[config.mk]
export PLATFORM = sky130hd
export DESIGN_NAME = delta_countdown
export DESIGN_NICKNAME = d
export VERILOG_FILES = /design/src/rtl/delta_countdown.sv
export SDC_FILE = /design/constraint.sdc
export NUM_CORES = 1
export LEC_CHECK = 0
export ABC_AREA = 1
export CAP_MARGIN = 5
export CORE_ASPECT_RATIO = 1.1
export CORE_MARGIN = 2
export CORE_UTILIZATION = 48
export CTS_BUF_LIST = sky130_fd_sc_hd__clkbuf_4
export DETAILED_ROUTE_END_ITERATION = 10
export GPL_TIMING_DRIVEN = 0
export PLACE_DENSITY = 0.76
export SLEW_MARGIN = 15
export SYNTH_ARGS = -nofsm -noshare
export SYNTH_HDL_FRONTEND = slang
export SYNTH_SLANG_ARGS = --single-unit
export TNS_END_PERCENT = 20
[constraint.sdc]
create_clock -name clk_i -period 1.65 [get_ports clk_i]
set_clock_uncertainty 0.2 [all_clocks]
set_input_delay 0.33 -clock clk_i [delete_from_list [all_inputs] [get_ports clk_i]]
set_output_delay 0.33 -clock clk_i [all_outputs]
set_load 0.02 [all_outputs]
[src/rtl/delta_countdown.sv]
// Loadable down-counter: steps by DELTA every FACTOR+1 enabled cycles to FLOOR, one-cycle done pulse.
// Latency ceil((V-FLOOR)/DELTA)*(FACTOR+1) cycles; loads are accepted in IDLE only (load_ready_o).
module delta_countdown #(
    parameter int SIZE   = 8,
    parameter int DELTA  = 1,
    parameter int FACTOR = 1,
    parameter int FLOOR  = 0
) (
    input  logic            clk_i,
    input  logic            rst_i,
    input  logic            ena_i,
    input  logic            load_valid_i,
    output logic            load_ready_o,
    input  logic [SIZE-1:0] load_value_i,
    input  logic            auto_reload_i,
    input  logic            abort_i,
    output logic [SIZE-1:0] count_o,
    output logic            busy_o,
    output logic            done_o
);

    localparam int               SW       = (FACTOR > 0) ? $clog2(FACTOR + 1) : 1;
    localparam logic [SW-1:0]    FACTOR_W = SW'(FACTOR);
    localparam logic [SIZE-1:0]  FLOOR_W  = SIZE'(FLOOR);
    localparam logic [SIZE-1:0]  DELTA_W  = SIZE'(DELTA);
    // One extra bit so FLOOR+DELTA cannot wrap.
    localparam logic [SIZE:0]    TERM_W   = (SIZE + 1)'(FLOOR + DELTA);

    typedef enum logic {ST_IDLE, ST_RUN} state_t;

    state_t          r_state,  w_state_nxt;
    logic [SIZE-1:0] r_count,  w_count_nxt;
    logic [SIZE-1:0] r_reload, w_reload_nxt;
    logic [SW-1:0]   r_scale,  w_scale_nxt;
    logic            r_done,   w_done_nxt;
    logic            w_terminal;

    assign w_terminal = ({1'b0, r_count} <= TERM_W);

    always_ff @(posedge clk_i) begin
        if (rst_i) begin
            r_state  <= ST_IDLE;
            r_count  <= '0;
            r_reload <= '0;
            r_scale  <= '0;
            r_done   <= 1'b0;
        end else begin
            r_state  <= w_state_nxt;
            r_count  <= w_count_nxt;
            r_reload <= w_reload_nxt;
            r_scale  <= w_scale_nxt;
            r_done   <= w_done_nxt;
        end
    end

    always_comb begin
        w_state_nxt  = r_state;
        w_count_nxt  = r_count;
        w_reload_nxt = r_reload;
        w_scale_nxt  = r_scale;
        w_done_nxt   = 1'b0;
        case (r_state)
            ST_IDLE: begin
                if (load_valid_i) begin
                    w_count_nxt  = load_value_i;
                    w_reload_nxt = load_value_i;
                    w_scale_nxt  = '0;
                    if (load_value_i > FLOOR_W) w_state_nxt = ST_RUN;
                    else                        w_done_nxt  = 1'b1;
                end
            end
            ST_RUN: begin
                // Abort wins over a step landing in the same cycle.
                if (abort_i) begin
                    w_state_nxt = ST_IDLE;
                    w_scale_nxt = '0;
                end else if (ena_i) begin
                    if (r_scale != FACTOR_W) begin
                        w_scale_nxt = r_scale + 1'b1;
                    end else begin
                        w_scale_nxt = '0;
                        if (!w_terminal) begin
                            w_count_nxt = r_count - DELTA_W;
                        end else begin
                            w_done_nxt = 1'b1;
                            if (auto_reload_i) begin
                                w_count_nxt = r_reload;
                            end else begin
                                w_count_nxt = FLOOR_W;
                                w_state_nxt = ST_IDLE;
                            end
                        end
                    end
                end
            end
            default: w_state_nxt = ST_IDLE;
        endcase
    end

    assign count_o      = r_count;
    assign done_o       = r_done;
    assign busy_o       = (r_state == ST_RUN);
    assign load_ready_o = (r_state == ST_IDLE);

endmodule

==> results of run 1 <==
==> worst max-delay path: stages (launching register included) <==
cell,delay (ns)
dfxtp_4,0.39
inv_4,0.06
ha_4,0.13
inv_2,0.04
nand2_2,0.09
nand2_4,0.08
nor2_8,0.18
nand3_2,0.10
nor3_2,0.21
o21a_1,0.14
==> routing by layer <==
metal | wire [um] | share of wire, %
met5 | 0 | 0
met4 | 36 | 1.2
met3 | 116 | 3.8
met2 | 1600 | 52
met1 | 1320 | 43
==> final cells by class <==
type	count	area, um2	area share, %
buffer	6	55.1	3.34
timing repair buffer	28	253	15.3
multi-input combinational	129	761	46.2
tap	31	38.8	2.35
clock inverter	1	5.00	0.304
clock buffer	3	22.5	1.37
sequential	19	392	23.8
inverter	29	121	7.37
==> where the power goes <==
part	total [uW]	leakage, uW	switching (uW)	internal [uW]
clock	246	0.0000177	156	90.5
sequential	542	0.000160	43.3	499
combinational	507	0.000607	297	209
total	1290	0.000784	496	799
==> repair_timing <==
| action | CTS | global route |
|---|---|---|
| resized for setup | 30 | 23 |
| buffers inserted | 0 | 5 |
| pin swaps | 0 | 6 |
| cloned | 0 | 1 |
| setup endpoints to repair | 24 | 12 |
==> logic make-up after synthesis <==
kind of cell,synth area share (%)
compound gates,20.1
flops,30.8
fa+ha+maj,2.03
buf+inv,12.5
simple gates,34.6
==> path summary, 6_finish.rpt <==
path | depth (start not counted) | slack, ns | endpoint
setup / recovery | 9 | -0.02 | done_o
hold / removal | 2 | 0.27 | r_reload[0]
setup reg to reg | 9 | -0.02 | done_o
hold reg to reg | 2 | 0.27 | r_reload[0]
==> sequential cells by signal (all words and copies together), names as in the netlist <==
| signal | flops |
|---|---|
| done_o | 1 |
| count_o | 8 |
| r_reload | 8 |
| r_scale | 1 |
| busy_o | 1 |
==> through the flow <==
stage / total power [uW] / hold slack, ns / util, % / setup WS [ns]
floorplan: 835 / 0.192 / - / 0.0436
global placement: 967 / 0.243 / 60.9 / -0.307
detailed placement: 980 / 0.251 / 60.9 / -0.341
CTS: 1220 / 0.265 / 62.6 / -0.0413
global route: 1370 / 0.295 / 66.6 / -0.0933
finish: 1290 / 0.265 / 66.6 / -0.0213
==> synth_stat cells (all sizes together) <==
cell type / number / area (um2)
inv: 29 / 114
ha: 2 / 25.0
nor2: 18 / 125
nand4: 2 / 18.8
o21ai: 19 / 95.1
nor3: 2 / 15.0
dfxtp: 19 / 380
buf: 4 / 32.5
nand2: 42 / 163
o21a: 1 / 7.51
nand3: 18 / 105
a211oi: 2 / 15.0
a21oi: 21 / 109
a31oi: 1 / 21.3
clkbuf: 2 / 7.51
==> metrics.csv, run 1 <==
stage,metric,value,unit
cts,root buffer cell,clkbuf_4,
placement,routability cong.,0.850,
placement,Inst Count DP,236,
timing,Final Setup Violations,2,
synthesis,register area share after synthesis,30.8,%
drt,WL/cell,12.5,um
cells_and_area,ANT cells,0,
power_and_ir_drop,VDD IR max,0.000716,V
min_path,HP Class,reg2reg,
timing,RSZ-0062 raised after global routing,true,
grt,Total GRT Usage,22.1,%
power_and_ir_drop,static leakage,0.000784,uW
drt,Residual DRC,0,
cells_and_area,P&R area growth vs syn,33.6,%
synthesis,"flops & latches, synth",19,
job,max-cap violations,0,
drt,remaining antenna violation count,0,
drt,Total Wirelength,3.08,mm
drt,vias,1288,
floorplanning,DIE WIDTH,52.3,um
cells_and_area,"commonest cells after routing, fill and taps aside","nand2_1 (38), inv_1 (24), a21oi_1 (20), o21ai_0 (15), nand3_1 (14)",
grt,met3 global-route usage,2.36,%
grt,largest net degree at the start of global routing,12,
floorplanning,Die Area,0.00299,mm2
cells_and_area,final instance area,0.00165,mm2
critical_path,startpoint types,register,
cells_and_area,nets,232,
grt,first-pass GRT wire length,5.15,mm
synthesis,Yosys cell types,27,
cells_and_area,layout filler cell count,235,
cts,cts bufs inserted,3,
timing,minimum clock period,1.67,ns
timing,Slew Limit Headroom,70.2,%
grt,vias in the first global route,1164,
cts,CTS Sinks,19,
floorplanning,core area,0.00247,mm2
timing,final worst slack,-0.0213,ns
cells_and_area,fraction of layout cells with a size suffix above 1,24.7,%
cts,clk slew on worst S/H paths,0.12,ns
cts,worst-case clock buffer depth,2,
floorplanning,Die Ht,57.2,um
placement,Placed Area,0.00151,mm2
cells_and_area,"most common cell after layout, fill and taps aside",nand2_1,
critical_path,crit path capture type,register,
cells_and_area,final cell count without fillers,246,
synthesis,Yosys warnings,0,
grt,GR Util met1,27.8,%
run_status,status,"complete, but fails checks",
grt,initial antenna violation count,0,
timing,Worst-Margin Slew,0.448,ns
placement,PortBufs,23,
timing,Hold Fails Final Rpt,0,
critical_path,R2R Path Start,count_o[0],
cts,TritonCTS clock tree,yes,
timing,final period utilization,101,%
power_and_ir_drop,pwr dens,786,mW/mm2
floorplanning,Initial Util,49.9,%
timing,Pins Over Slew Limit,0,
cts,# H-tree levels,1,
critical_path,worst path required time,1.71,ns
drt,Detailed Routing Iterations Pass 1,4,
min_path,hold_sp,r_reload[0],
critical_path,CP max FO,6,
placement,Post-DP HPWL,2.28,mm
floorplanning,# IOs,25,
synthesis,Synthesized Nets,198,
cts,# hold bufs at CTS,0,
drt,vias per cell,5.24,
timing,fmax,0.598,GHz
drt,Iteration-0 DRC Markers,45,
floorplanning,std cell rows,19,
critical_path,critical path class,reg2reg,
timing,setup TNS,-0.0306,ns
cts,worst-skew pair later-pin latency,0.30,ns
synthesis,mean area per synthesized cell,6.78,um2
synthesis,Post-Synthesis Cells,182,
grt,GR Util met2,40.0,%
grt,GRT Max-Usage Layer,met2,
run_status,failing checks,setup timing,
critical_path,crit path from,count_o[0],
critical_path,Worst EP arrival,1.73,ns
grt,GR Overflow Total,0,
synthesis,Synth Cell Area,0.00123,mm2
Power figures use the tool's default switching activity.
==> run 2: changes to the inputs <==
--- a/config.mk
+++ b/config.mk
@@ -7,14 +7,15 @@
 export LEC_CHECK = 0
 export ABC_AREA = 1
 export CAP_MARGIN = 5
+export CELL_PAD_IN_SITES_DETAIL_PLACEMENT = 1
+export CELL_PAD_IN_SITES_GLOBAL_PLACEMENT = 1
 export CORE_ASPECT_RATIO = 1.1
 export CORE_MARGIN = 2
-export CORE_UTILIZATION = 48
+export CORE_UTILIZATION = 33
 export CTS_BUF_LIST = sky130_fd_sc_hd__clkbuf_4
 export DETAILED_ROUTE_END_ITERATION = 10
 export GPL_TIMING_DRIVEN = 0
-export PLACE_DENSITY = 0.76
-export SLEW_MARGIN = 15
+export PLACE_DENSITY = 0.75
 export SYNTH_ARGS = -nofsm -noshare
 export SYNTH_HDL_FRONTEND = slang
 export SYNTH_SLANG_ARGS = --single-unit
==> run 2 against run 1 <==
Compared with the run above:
- the flow still finishes with violations (setup timing)
- clock power rose by 6%
- flip-flop and latch count is the same
- total power grew 3.7%
- die area is 42% higher
- global-route usage is 3.9 points lower
- cell area grew 4.2%
- sequential power grew 0.9%
- critical path depth increased by 1
- highest routed layer unchanged
- non-clock buffer count is the same
- largest power group unchanged
- first-iteration DRC count rose by 36%
- register-to-register slack about the same
- worst hold slack better by 0.019 ns
==> metrics.csv, run 2 (same netlist as run 1, synthesis figures left out) <==
stage,metric,value,unit
drt,vias,1291,
cells_and_area,"most common cell after layout, fill and taps aside",nand2_1,
cells_and_area,ANT cells,0,
cells_and_area,layout filler cell count,494,
job,max-cap violations,0,
cts,worst-skew pair later-pin latency,0.30,ns
drt,Total Wirelength,3.78,mm
critical_path,R2R Path Start,count_o[0],
cells_and_area,Register Area,394,um2
power_and_ir_drop,static leakage,0.000796,uW
cells_and_area,fraction of layout cells with a size suffix above 1,24.7,%
grt,GR Overflow Total,0,
timing,minimum clock period,1.67,ns
drt,Iteration-0 DRC Markers,61,
critical_path,worst path required time,1.69,ns
grt,initial antenna violation count,0,
power_and_ir_drop,sw power,513,uW
critical_path,worst path cell trace,"inv_4, ha_4, inv_2, nand2_4, nand2_4, buf_12, nor2_4, a21oi_1, nand2_1, a21oi_1",
cells_and_area,footprint of the multi-input gates,788,um2
power_and_ir_drop,total power,1340,uW
critical_path,slowest CP cell,dfxtp_4,
placement,routability cong.,0.790,
floorplanning,std cell rows,23,
grt,first-pass GRT wire length,6.04,mm
cts,cts bufs inserted,3,
drt,Residual DRC,0,
grt,Total GRT Usage,18.1,%
cts,worst-case clock buffer depth,2,
power_and_ir_drop,VDD IR max,0.000311,V
min_path,hold_sp,r_reload[5],
cells_and_area,fin util,47.3,%
drt,Detailed Routing Iterations Pass 1,4,
cts,root buffer cell,clkbuf_4,
floorplanning,Die Ht,68.1,um
timing,fmax,0.598,GHz
power_and_ir_drop,Net Sw Frac,38.2,%
power_and_ir_drop,pwr dens,782,mW/mm2
critical_path,Worst EP arrival,1.71,ns
drt,vias per cell,4.87,
critical_path,Max stage delay on crit path,0.42,ns
timing,setup TNS,-0.0611,ns
cts,TritonCTS clock tree,yes,
power_and_ir_drop,clock power share,19.3,%
timing,Pins Over Slew Limit,0,
drt,remaining antenna violation count,0,
critical_path,Buf/Inv on CP,3,
critical_path,CP max FO,5,
grt,largest net degree at the start of global routing,11,
critical_path,crit path capture type,register,
floorplanning,DIE WIDTH,62.3,um
timing,Final Setup Violations,5,
timing,RSZ-0062 raised after global routing,true,
floorplanning,core area,0.00363,mm2
cts,# H-tree levels,1,
timing,Slew Limit Headroom,70.7,%
floorplanning,Die Area,0.00424,mm2
floorplanning,Initial Util,34.0,%
placement,PortBufs,23,
timing,Hold Fails Final Rpt,0,
cts,clk slew on worst S/H paths,0.12,ns
cells_and_area,nets,232,
timing,WHS,0.284,ns
drt,WL/cell,14.3,um
cells_and_area,P&R area growth vs syn,39.1,%
power_and_ir_drop,Comb pwr share,39.9,%
min_path,HP Class,reg2reg,
run_status,status,"complete, but fails checks",
timing,final period utilization,101,%
timing,final worst slack,-0.0217,ns
power_and_ir_drop,Flop pwr share,40.7,%
cts,CTS Sinks,19,
cts,# hold bufs at CTS,0,
critical_path,crit path from,count_o[0],
critical_path,cell family with most CP delay,flip-flops,
grt,vias in the first global route,1323,
floorplanning,# IOs,25,
placement,Post-DP HPWL,2.81,mm
power_and_ir_drop,Pint,830,uW
run_status,failing checks,setup timing,
critical_path,critical path class,reg2reg,
cells_and_area,"commonest cells after routing, fill and taps aside","nand2_1 (39), inv_1 (24), a21oi_1 (18), o21ai_0 (15), nand3_1 (15)",
timing,Worst-Margin Slew,0.439,ns
critical_path,startpoint types,register,
run 2: path summary, 6_finish.rpt:
kind	endpoint	slack [ns]	cells after the start
hold / removal	r_reload[5]	0.28	2
setup reg to reg	count_o[4]	-0.02	10
setup / recovery	count_o[4]	-0.02	10
hold reg to reg	r_reload[5]	0.28	2
run 2: final cells by class:
cell class	count	share of cell area, %
buffer	6	3.21
tap	50	3.64
timing repair buffer	28	15.3
inverter	29	7.22
multi-input combinational	129	45.9
sequential	19	23.0
clock buffer	4	1.75
run 2: power groups by stage:
| stage | Clock (uW) | Combinational [uW] | Sequential (uW) |
|---|---|---|---|
| 2_1_floorplan | 0 | 270 | 565 |
| 3_3_place_gp | 0 | 432 | 547 |
| 3_5_place_dp | 0 | 447 | 550 |
| 4_1_cts | 268 | 443 | 542 |
| 5_1_grt | 290 | 590 | 553 |
| 6_report | 260 | 536 | 547 |
run 2: through the flow:
stage	setup WS, ns	cell area, um2	instances
after floorplan	0.0436	1240	182
after global placement	-0.392	1530	255
after detailed placement	-0.421	1530	255
after CTS	-0.0859	1570	259
after global routing	-0.110	1720	265
final	-0.0217	1720	265
run 2: worst reg2reg max path, cell delays in order (launching register included):
cell and delay [ns]:
dfxtp_4 0.42, inv_4 0.05, ha_4 0.16, inv_2 0.07, nand2_4 0.06, nand2_4 0.11
buf_12 0.11, nor2_4 0.04, a21oi_1 0.17, nand2_1 0.07, a21oi_1 0.14
run 2: routing by layer:
metal  share of wire, %  track usage (%)  vias to the layer above
met4               0.66             6.67                        0
met5                  0                0                        -
li1                   -                -                      652
met1                 42             19.1                      626
met2                 55             37.4                       11
met3                1.8             2.30                        2
run 2: timing repair:
action	4_1_cts	5_1_grt
endpoints found under the setup margin	25	15
buffers inserted	0	5
gates cloned	0	1
resized for setup	27	34
pin swaps	0	7
